**config.mk**
```make
export PLATFORM = sky130hd
export DESIGN_NAME = seq_mult_unit
export DESIGN_NICKNAME = d
export VERILOG_FILES = /design/src/rtl/seq_mult_unit.sv
export SDC_FILE = /design/constraint.sdc
export NUM_CORES = 1
export LEC_CHECK = 0
export ABC_CLOCK_PERIOD_IN_PS = 10550
export CORE_UTILIZATION = 55
export CTS_BUF_LIST = sky130_fd_sc_hd__clkbuf_4
export CTS_CLUSTER_DIAMETER = 80
export DETAILED_ROUTE_END_ITERATION = 8
export PLACE_DENSITY = 0.79
export SLEW_MARGIN = 20
export SYNTH_ARGS = -nofsm -noshare
export SYNTH_HDL_FRONTEND = slang
export SYNTH_SLANG_ARGS = --single-unit
```
**constraint.sdc**
```tcl
create_clock -name clk -period 10.55 [get_ports clk]
set_input_delay 2.6375 -clock clk [delete_from_list [all_inputs] [get_ports clk]]
set_output_delay 2.6375 -clock clk [all_outputs]
set_load 0.05 [all_outputs]
```
**src/rtl/seq_mult_unit.sv**
```systemverilog
// Multi-cycle shift-add multiplier with a start/done handshake.
// Signed operations multiply magnitudes and negate the product at the end.
// The product registers change only when an operation completes.
module seq_mult_unit #(
  parameter int WIDTH     = 32,
  parameter bit SIGNED_EN = 1'b1
) (
  input  logic             clk,
  input  logic             rst,
  input  logic             start,
  input  logic             is_signed,
  input  logic [WIDTH-1:0] multiplicand,
  input  logic [WIDTH-1:0] multiplier,
  output logic             busy,
  output logic             done,
  output logic [WIDTH-1:0] product_hi,
  output logic [WIDTH-1:0] product_lo,
  output logic             overflow
);

  localparam int               CNT_W = $clog2(WIDTH);
  localparam logic [CNT_W-1:0] LAST  = CNT_W'(WIDTH - 1);

  typedef enum logic [1:0] {IDLE, CALC, SIGN, DONE} state_t;

  state_t                     state;
  state_t                     state_nxt;
  logic [CNT_W-1:0]           count;
  logic [WIDTH-1:0]           mcand_abs;
  logic [2*WIDTH-1:0]         prod;
  logic                       neg;
  logic                       mode;
  logic                       op_signed;
  logic [WIDTH:0]             sum;
  logic signed [2*WIDTH-1:0]  result;

  // Magnitude of an operand; the most negative value maps onto its exact
  // unsigned magnitude, so no extra bit is needed.
  function automatic logic [WIDTH-1:0] magnitude(input logic [WIDTH-1:0] v,
                                                 input logic             sgn);
    return (sgn && v[WIDTH-1]) ? -v : v;
  endfunction

  // Product does not fit in WIDTH bits for the given mode.
  function automatic logic out_of_range(input logic [2*WIDTH-1:0] p,
                                        input logic               sgn);
    if (sgn)
      return p[2*WIDTH-1:WIDTH] != {WIDTH{p[WIDTH-1]}};
    return p[2*WIDTH-1:WIDTH] != '0;
  endfunction

  // Adder keeps the carry so the shift below never loses the top bit.
  always_comb begin
    op_signed = is_signed & SIGNED_EN;
    sum       = {1'b0, prod[2*WIDTH-1:WIDTH]} + {1'b0, mcand_abs};
    result    = neg ? -$signed(prod) : $signed(prod);
  end

  // Next-state decode and handshake outputs.
  always_comb begin
    state_nxt = state;
    busy      = 1'b0;
    done      = 1'b0;
    case (state)
      IDLE: if (start) state_nxt = CALC;
      CALC: begin
        busy = 1'b1;
        if (count == LAST) state_nxt = SIGN;
      end
      SIGN: begin
        busy      = 1'b1;
        state_nxt = DONE;
      end
      DONE: begin
        done      = 1'b1;
        state_nxt = IDLE;
      end
      default: state_nxt = IDLE;
    endcase
  end

  // State register and iteration counter.
  always_ff @(posedge clk or posedge rst) begin
    if (rst) begin
      state <= IDLE;
      count <= '0;
    end else begin
      state <= state_nxt;
      if (state == IDLE)
        count <= '0;
      else if (state == CALC)
        count <= count + CNT_W'(1);
    end
  end

  // Operand capture and the shift-add iteration; no reset needed on data.
  always_ff @(posedge clk) begin
    if (state == IDLE && start) begin
      mode      <= op_signed;
      neg       <= op_signed & (multiplicand[WIDTH-1] ^ multiplier[WIDTH-1]);
      mcand_abs <= magnitude(multiplicand, op_signed);
      prod      <= {{WIDTH{1'b0}}, magnitude(multiplier, op_signed)};
    end else if (state == CALC) begin
      prod <= prod[0] ? {sum, prod[WIDTH-1:1]} : {1'b0, prod[2*WIDTH-1:1]};
    end
  end

  // Visible result registers, loaded once as DONE is entered.
  always_ff @(posedge clk or posedge rst) begin
    if (rst) begin
      product_hi <= '0;
      product_lo <= '0;
      overflow   <= 1'b0;
    end else if (state == SIGN) begin
      {product_hi, product_lo} <= $unsigned(result);
      overflow                 <= out_of_range($unsigned(result), mode);
    end
  end

endmodule

```
-- After elaboration in Yosys (flattened, before gate mapping)
Index checks and enable logic that the tools add are counted.
- flip-flop bits (word level): 170
- input bits: 68
- output and inout bits: 67
- logic and storage cells: 50
- $add $sub $neg: 5
- eq/ne operators: 7
- multiplexer cells: 17
- bitwise gates (word level): 2
- reduce and logical (&&, ||, !) cells: 9
- operators by type and width (operator ; count):
    32-bit two-way mux ; 4
    64-bit two-way mux ; 2
    32-bit negation ; 2
    64-bit negation ; 1
    32-bit by 32-bit adder with 33-bit output ; 1
    32-bit != test ; 1
    32-bit nonzero test ; 1
    5-bit two-way mux ; 2
    2-bit one-hot mux with 4 select lines ; 1
    1-bit two-way mux ; 6
    5-bit by 1-bit adder with 5-bit output, second input constant ; 1
    5-bit equality test, second input constant ; 1
    2-bit equality test, second input constant ; 2
    2-bit two-way mux ; 2
    2-bit != test, second input constant ; 2
    2-bit nonzero test ; 2
    1-bit logical AND ; 3
    2-bit by 1-bit equality test with 1-bit output, second input constant ; 1
    2-bit zero test ; 1
    2-bit AND reduction ; 1
    2-bit OR reduction ; 1
    1-bit AND ; 1
    1-bit bitwise XOR ; 1

-- Depth between registers and ports, before layout
Gate-level depths: netlist of the first run.
- word-level depth: 5
- depth in mapped cells: 13
- depth with buffers taken out: 11

-- Least setup slack after synthesis of the first run
No wires, ideal clock.
- path kind: input to register
- start point: input port multiplier[12]
- end point: register prod[30], data pin
- library setup time: 270 ps
- arrival: 4645 ps
- required time: 10280 ps
- setup slack: 5635 ps
- stages: 9
- path buffers: 0
- cells stage by stage: or4_1 > nor4_1 > nand3_1 > or3_1 > nor2_1 > nand2_1 > o21ai_0 > xor2_1 > o21ai_0
- cells in the longest elaborated chain, start to end: 3
- RTL lines (element ; line ; text):
    start, declared ; 13 ; input logic [WIDTH-1:0] multiplier,
    32-bit negation ; 41 ; return (sgn && v[WIDTH-1]) ? -v : v;
    32-bit two-way mux ; 41 ;
    32-bit two-way mux ; 98 ; if (state == IDLE && start) begin
    end signal, assigned ; 102 ; prod <= {{WIDTH{1'b0}}, magnitude(multiplier, op_signed)};
    end signal, assigned ; 104 ; prod <= prod[0] ? {sum, prod[WIDTH-1:1]} : {1'b0, prod[2*WIDTH-1:1]};
    end, declared ; 30 ; logic [2*WIDTH-1:0] prod;
Every way passes these cells.
A chain may end at the register's enable or synchronous reset.

-- Worst setup path in the final report of the first run
- start point: input port multiplier[11]
- end point: register prod[30], data pin
The elaborated chain is that of the path after synthesis.

==> impl_metrics.ini, run 1 <==
[pwr]
p_total_mw = 4.22
power_density_nw_per_um2 = 331
vdd_ir_drop_max_mv = 0.119
leakagePower_nw = 4.93

[sta]
setup_viol = 0
relSlewSlack_pct = 32.5
finalCritPeriodShare_pct = 48.0
clock_skew_ps = 17.2
fin_crit_ps = 5060
fmax_ghz = 0.197
fin_ws_ps = 5490
hold_viol = 0
fin_hold_ws_ps = 532
drv_slew = 0
tightest_slew_ps = 1010
rsz0062_at_grt = false
setup_tns_ps = 0

[drt]
vias = 9458
drtIter0Drc = 794
ant_nets = 0
dr.pass1.iters = 6
wl_um = 26700
wl_per_cell_um = 16.8
drc_errors = 0
post_drt_via_cell_ratio = 5.97

[clock_network]
clk_pin_slew_ps = 150
postCtsResizedCells = 0
cts.sinks = 170
clockBufferDepth = 2
post_cts_buffers = 0
htree_levels = 4
cts_root_buf = clkbuf_4
cts-hold-fix-buffers = 0
clk_latency_ps = 600
cts_buffers = 17
cts_tree = done

[synthesis]
synthesis.nets = 1319
netlist_area_um2 = 11000
syn_area_per_cell_um2 = 9.07
synth.distinct_cells = 68
ys_seq_elements = 170
synthCells = 1209
yosysSeqAreaShare_pct = 40.3
synth_warnings = 0
ys_dominant_reg_cell = dfrtp_1
async_flop_share_pct = 42.4
synth-edff-count = 66

[placement]
portBuffers = 134
place_inst = 1552
gp_congestion = 0.934
placed_area_um2 = 12500
pre_cts_ws_ps = 4870
dp_hpwl_um = 20100

[floorplanning]
fp-row-count = 51
floorplan.initialDensity_pct = 56.2
core-area_um2 = 19500
die_y_um = 143
top_level_ports = 135
die_area_um2 = 20500
die_w_um = 143

[critical_path]
cp_max_fo = 4
reg2reg_slack_ps = 6530
reg2reg_from = mcand_abs[0]$_DFFE_PP_
arrival_ps = 5400
worst_setup_path_end_kind = flop
reg2reg_depth = 11
worstSetupStartpointType = primary input
criticalPathCategory = in2reg
worstPathRequired_ps = 10880
worst_r2r_endpoint = prod[61]$_SDFFE_PP0P_

[final_layout]
stdcell_area_um2 = 12800
drive_above_1_share_pct = 5.23
layout.core_utilization_pct = 65.4
nets = 1416
final_cells = 1585
syn2layout_area_growth_pct = 16.4

[grt]
grt_pass1_wl_um = 43000
grt_busiest_layer = met2
grt_use_met3_pct = 3.82
grt_usage_pct = 26.7
antenna_found_initial = 1
grt_use_met1_pct = 37.7
overflow = 0
use_met2_pct = 42.1
grt_pass1_vias = 8668
grt_max_degree = 97

[min_path]
hold_path.class = reg2reg
whs_endpoint = product_lo[0]$_DFFE_PP0P_
hp-start = product_lo[0]$_DFFE_PP0P_
holdPathStages = 1

[job]
drv_cap = 0

[outcome]
outcome = complete, no violations
[cell families after synthesis]
| logic type | share of synthesized area [%] |
|---|---|
| flip-flops | 40.3 |
| AO/OA/AOI/OAI | 19.2 |
| multiplexers | 2.84 |
| XOR/XNOR | 12.2 |
| AND/OR/NAND/NOR | 17.4 |
| adder cells (fa/ha/maj) | 4.86 |
| buffers and inverters | 3.17 |
[sequential cells by signal, indices dropped and copies added (netlist names)]
register,count
state,2
overflow,1
mode,1
product_hi,32
product_lo,32
count,5
prod,64
mcand_abs,32
neg,1
[routing by layer]
layer	vias to the layer above	share of wire (%)	wire (um)
met3	47	7.1	1900
met2	367	46	12200
met4	0	2.1	550
met5	-	0	0
met1	4407	45	12100
li1	4637	-	-
[placed cells by master (no fill, tap or decap), types with 4 or more instances in the layout]
cell type	instances
nor3_1	28
nand3_1	15
and3_1	10
o21ai_0	96
a31oi_1	16
xor2_1	95
o31ai_1	27
nand2b_1	11
ha_1	39
a211oi_1	19
o41ai_1	16
nand4_1	20
clkdlybuf4s50_1	134
buf_4	6
or4_1	16
mux2i_1	21
edfxtp_1	66
and2_1	6
dfxtp_1	32
o21bai_1	6
inv_1	23
mux2_2	9
a21oi_1	117
xnor2_1	58
nand2_1	85
nand3b_1	6
dfrtp_1	72
or3_1	16
nor4_1	15
or2_2	6
inv_6	5
clkinv_4	4
clkbuf_4	18
a21o_1	17
nor2_1	123
[cell usage after synthesis, drive strengths merged, types with 3 or more instances]
master | number | area (um^2)
a31oi | 16 | 100
a22oi | 3 | 22.5
mux2 | 9 | 101
o21ai | 98 | 490
nand3 | 15 | 75.1
nor4 | 18 | 149
mux2i | 21 | 210
and4 | 3 | 26.3
a211oi | 19 | 143
dfxtp | 32 | 641
nor2b | 3 | 18.8
o41ai | 19 | 189
a21oi | 117 | 586
o21bai | 6 | 45.0
edfxtp | 66 | 1980
nand2 | 86 | 323
nand2b | 11 | 68.8
nand3b | 6 | 45.0
and2 | 6 | 37.5
or3 | 16 | 100
clkbuf | 48 | 180
nor3 | 29 | 156
and3 | 10 | 62.6
inv | 25 | 93.8
or4 | 18 | 143
xnor2 | 58 | 508
nor2 | 123 | 462
o31ai | 27 | 203
buf | 14 | 66.3
a21o | 17 | 128
xor2 | 95 | 832
or2 | 8 | 50.1
o21a | 3 | 22.5
nand4 | 20 | 125
ha | 41 | 513
dfrtp | 72 | 1800
[final cells by class]
cell class | count | area [um^2]
timing repair buffer | 140 | 1390
clock buffer | 18 | 135
fill | 1658 | 6760
sequential | 170 | 4420
inverter | 27 | 101
tap | 265 | 332
clock inverter | 14 | 160
antenna | 1 | 2.50
multi-input combinational | 950 | 6230
[worst max-delay path by stage]
stage          slack [ps]            from  depth (start not counted)                 end
2_1_floorplan        5640  multiplier[12]                          9  prod[30]$_DFFE_PP_
4_1_cts              5500  multiplier[11]                         10  prod[30]$_DFFE_PP_
3_5_place_dp         4870  multiplier[11]                         10  prod[30]$_DFFE_PP_
6_report             5490  multiplier[11]                         10  prod[30]$_DFFE_PP_
3_3_place_gp         4960  multiplier[11]                         10  prod[30]$_DFFE_PP_
5_1_grt              5200  multiplier[11]                         10  prod[30]$_DFFE_PP_
[power by group]
part / total, mW / switching (mW) / internal, mW
registers: 1.38 / 0.346 / 1.04
logic: 2.44 / 1.53 / 0.913
clock network: 0.397 / 0.247 / 0.149
total: 4.22 / 2.12 / 2.10
[worst max-delay path: stages]
cell             delay (ps)
clkdlybuf4s50_1         450
or4_1                   590
nor4_1                  410
nand3_1                 210
or3_1                   410
nor2_1                  150
nand2_1                  80
o21ai_0                 200
xor2_1                  170
o21ai_0                  90
(Power assumes the default switching activity.)
==> run 2, diff against run 1 <==
ABC_CLOCK_PERIOD_IN_PS = 5300   (was 10550)
clock period = 5.3 ns   (was 10.55 ns; I/O delays follow)
==> run 2 against run 1 <==
  * Worst setup slack lost 4100 ps
  * Critical path depth is 1 lower
  * Non-clock buffer count up 2
  * Critical path type is now reg2reg
==> impl_metrics.ini, run 2 (synthesis gave the netlist of run 1 again) <==
[outcome]
outcome = complete, no violations

[placement]
place_inst = 1554
dp_hpwl_um = 20000
placed_area_um2 = 12500
gp_congestion = 0.933
portBuffers = 134

[critical_path]
cp_max_fo = 12
arrival_ps = 4380
worst_setup_path_end_kind = flop
criticalPathCategory = reg2reg
worst_r2r_endpoint = overflow$_DFFE_PP0P_
reg2reg_from = prod[6]$_DFFE_PP_
reg2reg_slack_ps = 1400
reg2reg_depth = 9
worstPathRequired_ps = 5780
worstSetupStartpointType = flop

[clock_network]
htree_levels = 4
cts-hold-fix-buffers = 0
postCtsResizedCells = 0
clk_pin_slew_ps = 150
post_cts_buffers = 0
cts_root_buf = clkbuf_4
cts_buffers = 17
clk_latency_ps = 610
cts_tree = done
cts.sinks = 170
clockBufferDepth = 2

[pwr]
p_total_mw = 8.36
vdd_ir_drop_max_mv = 0.254
power_density_nw_per_um2 = 656
leakagePower_nw = 4.93

[sta]
fin_crit_ps = 3900
relSlewSlack_pct = 31.7
setup_viol = 0
fin_hold_ws_ps = 531
finalCritPeriodShare_pct = 73.5
setup_tns_ps = 0
rsz0062_at_grt = false
fmax_ghz = 0.257
tightest_slew_ps = 1020
clock_skew_ps = 22.5
drv_slew = 0
hold_viol = 0

[floorplanning]
top_level_ports = 135
die_w_um = 143
core-area_um2 = 19500
die_area_um2 = 20500
fp-row-count = 51
floorplan.initialDensity_pct = 56.2
die_y_um = 143

[drt]
wl_um = 26500
vias = 9411
post_drt_via_cell_ratio = 5.93
wl_per_cell_um = 16.7
drtIter0Drc = 742
ant_nets = 0
drc_errors = 0
dr.pass1.iters = 6

[final_layout]
syn2layout_area_growth_pct = 16.3
final_common_cell = clkdlybuf4s50_1
final_cells = 1587
stdcell_area_um2 = 12800
largest_reg_flops = 64
largest-register = prod
drive_above_1_share_pct = 5.45
final_cell_mix = clkdlybuf4s50_1, nor2_1, a21oi_1
nets = 1418

[min_path]
holdPathStages = 1
whs_endpoint = product_hi[9]$_DFFE_PP0P_
hold_path.class = reg2reg
hp-start = product_hi[9]$_DFFE_PP0P_

[grt]
grt_pass1_wl_um = 42600
grt_max_degree = 74
grt_usage_pct = 26.6
antenna_found_initial = 1
grt_pass1_vias = 8449
overflow = 0

[job]
drv_cap = 0
## run 2: changes by cell type in the layout (fill, tap and decap cells not counted)
cell	change
clkinv_4	-4
buf_4	+2
inv_4	+1
inv_6	+4
ha_4	-1
ha_2	+1
inv_8	+1
clkinv_1	-1
bufinv_16	-1
## run 2: worst max-delay path by stage
stage,cells past startpoint,endpoint,from
after floorplan,9,prod[30]$_DFFE_PP_,multiplier[12]
after global placement,10,prod[28]$_DFFE_PP_,multiplier[11]
after detailed placement,10,prod[30]$_DFFE_PP_,multiplier[11]
after CTS,9,overflow$_DFFE_PP0P_,prod[6]$_DFFE_PP_
after global routing,12,overflow$_DFFE_PP0P_,prod[0]$_DFFE_PP_
final,9,overflow$_DFFE_PP0P_,prod[6]$_DFFE_PP_
## run 2: final cells by class
| class | count | area (um^2) |
|---|---|---|
| Antenna cell | 1 | 2.50 |
| Clock buffer | 18 | 135 |
| Clock inverter | 14 | 144 |
| Fill cell | 1618 | 6770 |
| Inverter | 27 | 101 |
| Multi-Input combinational cell | 950 | 6220 |
| Sequential cell | 170 | 4420 |
| Tap cell | 265 | 332 |
| Timing Repair Buffer | 142 | 1400 |
## run 2: layer usage
metal	global-route usage (%)	vias to the layer above	part of all wire [%]
met2	42.1	342	46
met4	7.56	0	1.6
li1	-	4650	-
met5	0	-	0
met3	4.80	36	6.7
met1	37.3	4383	46
## run 2: stage by stage
step / utilization, % / setup slack (ps)
2_1_floorplan: - / 1700
3_3_place_gp: 63.9 / 1040
3_5_place_dp: 63.9 / 1000
4_1_cts: 65.3 / 1460
5_1_grt: 65.3 / 1160
6_report: 65.3 / 1400
## run 2: worst max-delay path: stages, from the launching register on
cell	delay, ps
edfxtp_1	510
or4_4	620
nor4_4	340
nand4_1	550
o41ai_1	580
xor2_1	330
nand4_1	120
or3_1	380
o31ai_1	260
a31oi_1	70
## run 2: report_power, final
group	internal [mW]	leakage, nW	switching, mW
registers	2.06	1.70	0.685
logic	1.81	3.07	3.05
clock network	0.259	0.159	0.498
==> run 3, diff against run 2 <==
ABC_CLOCK_PERIOD_IN_PS = 3400   (was 5300)
CORE_UTILIZATION = 53   (was 55)
PLACE_DENSITY = 0.8   (was 0.79)
clock period = 3.4 ns   (was 5.3 ns; I/O delays follow)
==> run 3 against run 2 <==
  * Utilization up 1.6 points
  * Sequential cell count unchanged
  * Sequential power up 45%
  * Clock skew up 17 ps
  * Clock-buffer cell count unchanged
  * Cell count up 6.1%
  * Clock power up 40%
  * Register-to-register slack worse by 1300 ps
  * Worst hold slack worse by 7.9 ps
  * Maximum frequency up 17%
  * Sequential share of layout area down 2.0 points
  * Global-route usage down 0.39 points
==> impl_metrics.ini, run 3 (synthesis gave the netlist of run 1 again) <==
[critical_path]
arrival_ps = 3820
criticalPathCategory = reg2reg
worstSetupStartpointType = flop
cp_max_fo = 8
worstPathRequired_ps = 3890
reg2reg_depth = 9
reg2reg_slack_ps = 70
crit_path_end = overflow$_DFFE_PP0P_
worst_r2r_endpoint = overflow$_DFFE_PP0P_
critical_path.startpoint = prod[25]$_DFFE_PP_
worst_setup_path_end_kind = flop
reg2reg_from = prod[25]$_DFFE_PP_

[sta]
clock_skew_ps = 39.4
fin_ws_ps = 69.4
tightest_slew_ps = 833
relSlewSlack_pct = 44.5
fin_hold_ws_ps = 523
setup_tns_ps = 0
drv_slew = 0
finalCritPeriodShare_pct = 98.0
fin_crit_ps = 3330
setup_viol = 0
hold_viol = 0
fmax_ghz = 0.300

[floorplanning]
core-area_um2 = 20200
die_area_um2 = 21300
die_y_um = 146
floorplan.initialDensity_pct = 54.2
die_w_um = 146
fp-row-count = 52
top_level_ports = 135

[job]
drv_cap = 0

[drt]
wl_per_cell_um = 16.6
post_drt_via_cell_ratio = 5.91
drc_errors = 0
wl_um = 28000
drtIter0Drc = 979
dr.pass1.iters = 7
ant_nets = 0
vias = 9947

[final_layout]
layout.core_utilization_pct = 66.9
syn2layout_area_growth_pct = 23.4
final_common_cell = clkdlybuf4s50_1
largest_reg_flops = 64
regArea_um2 = 4420
stdcell_area_um2 = 13500
largest-register = prod
final_cell_mix = clkdlybuf4s50_1, nor2_1, a21oi_1
multi_input_area_um2 = 6320
drive_above_1_share_pct = 12.7
nets = 1510
fillers = 1652
final_cells = 1684

[outcome]
outcome = complete, no violations

[clock_network]
clockBufferDepth = 2
cts_root_buf = clkbuf_4
cts_tree = done
clk_latency_ps = 610
htree_levels = 4
clk_pin_slew_ps = 150
cts.sinks = 170
cts_buffers = 17

[pwr]
p_total_mw = 13.7
leakagePower_nw = 5.38
vdd_ir_drop_max_mv = 0.330
power_density_nw_per_um2 = 1010

[placement]
placed_area_um2 = 13200
dp_hpwl_um = 21100
gp_congestion = 0.946
place_inst = 1649
portBuffers = 134
pre_cts_ws_ps = -239

[grt]
grt_pass1_wl_um = 44900
grt_usage_pct = 26.2
grt_pass1_vias = 9169
antenna_found_initial = 1
grt_max_degree = 73
overflow = 0

[min_path]
hold_path.class = reg2reg
run 3: cell count changes in the layout (fill, tap and decap cells not counted), moves of 3 or more:
cell,before,now
o41ai_1,16,10
o41ai_2,3,8
nor4_1,15,12
clkinv_2,0,3
inv_6,9,5
buf_4,8,98
nor4_2,1,4
run 3: report_power, final:
| part | internal, mW | total (mW) | switching (mW) |
|---|---|---|---|
| Sequential | 3.20 | 3.98 | 0.771 |
| Combinational | 3.38 | 8.65 | 5.26 |
| Clock | 0.301 | 1.06 | 0.760 |
run 3: worst max-delay path, cell delays in order (launching register included):
cell and delay [ps]:
edfxtp_1 430, or4_1 610, nand2b_2 280, or4_1 490, o21ai_1 280, xnor2_1 160
a222oi_1 360, nand4_1 130, nor4b_1 350, a31oi_1 130
run 3: repair_timing:
action	4_1_cts	5_1_grt
resized for setup	0	19
endpoints found under the setup margin	0	5
hold buffers	0	0
buffers inserted	0	2
run 3: routing by layer:
| metal | up-vias | part of all wire, % | track usage (%) | routed length [um] |
|---|---|---|---|---|
| li1 | 4800 | - | - | - |
| met1 | 4676 | 45 | 36.9 | 12700 |
| met2 | 414 | 45 | 41.6 | 12700 |
| met3 | 57 | 6.7 | 3.39 | 1870 |
| met4 | 0 | 2.7 | 9.37 | 758 |
| met5 | - | 0 | 0 | 0 |
run 3: area by class of cell:
class,instances,share of cell area (%)
multi-input cells,950,46.7
flip-flops and latches,170,32.7
repair buffers,234,15.6
well taps,270,2.50
clock buffers,18,0.999
inverters,27,0.749
clock inverters,14,0.693
diodes,1,0.0185
run 3: how the worst min path moves through the flow:
| stage | start | endpoint | slack (ps) | cells after the start |
|---|---|---|---|---|
| after floorplan | count[4]$_DFFE_PP0P_ | count[4]$_DFFE_PP0P_ | 490 | 2 |
| after global placement | product_hi[19]$_DFFE_PP0P_ | product_hi[19]$_DFFE_PP0P_ | 490 | 1 |
| after detailed placement | product_hi[11]$_DFFE_PP0P_ | product_hi[11]$_DFFE_PP0P_ | 500 | 1 |
| after CTS | product_hi[11]$_DFFE_PP0P_ | product_hi[11]$_DFFE_PP0P_ | 530 | 1 |
| after global routing | product_hi[11]$_DFFE_PP0P_ | product_hi[11]$_DFFE_PP0P_ | 550 | 1 |
| final | product_hi[11]$_DFFE_PP0P_ | product_hi[11]$_DFFE_PP0P_ | 520 | 1 |
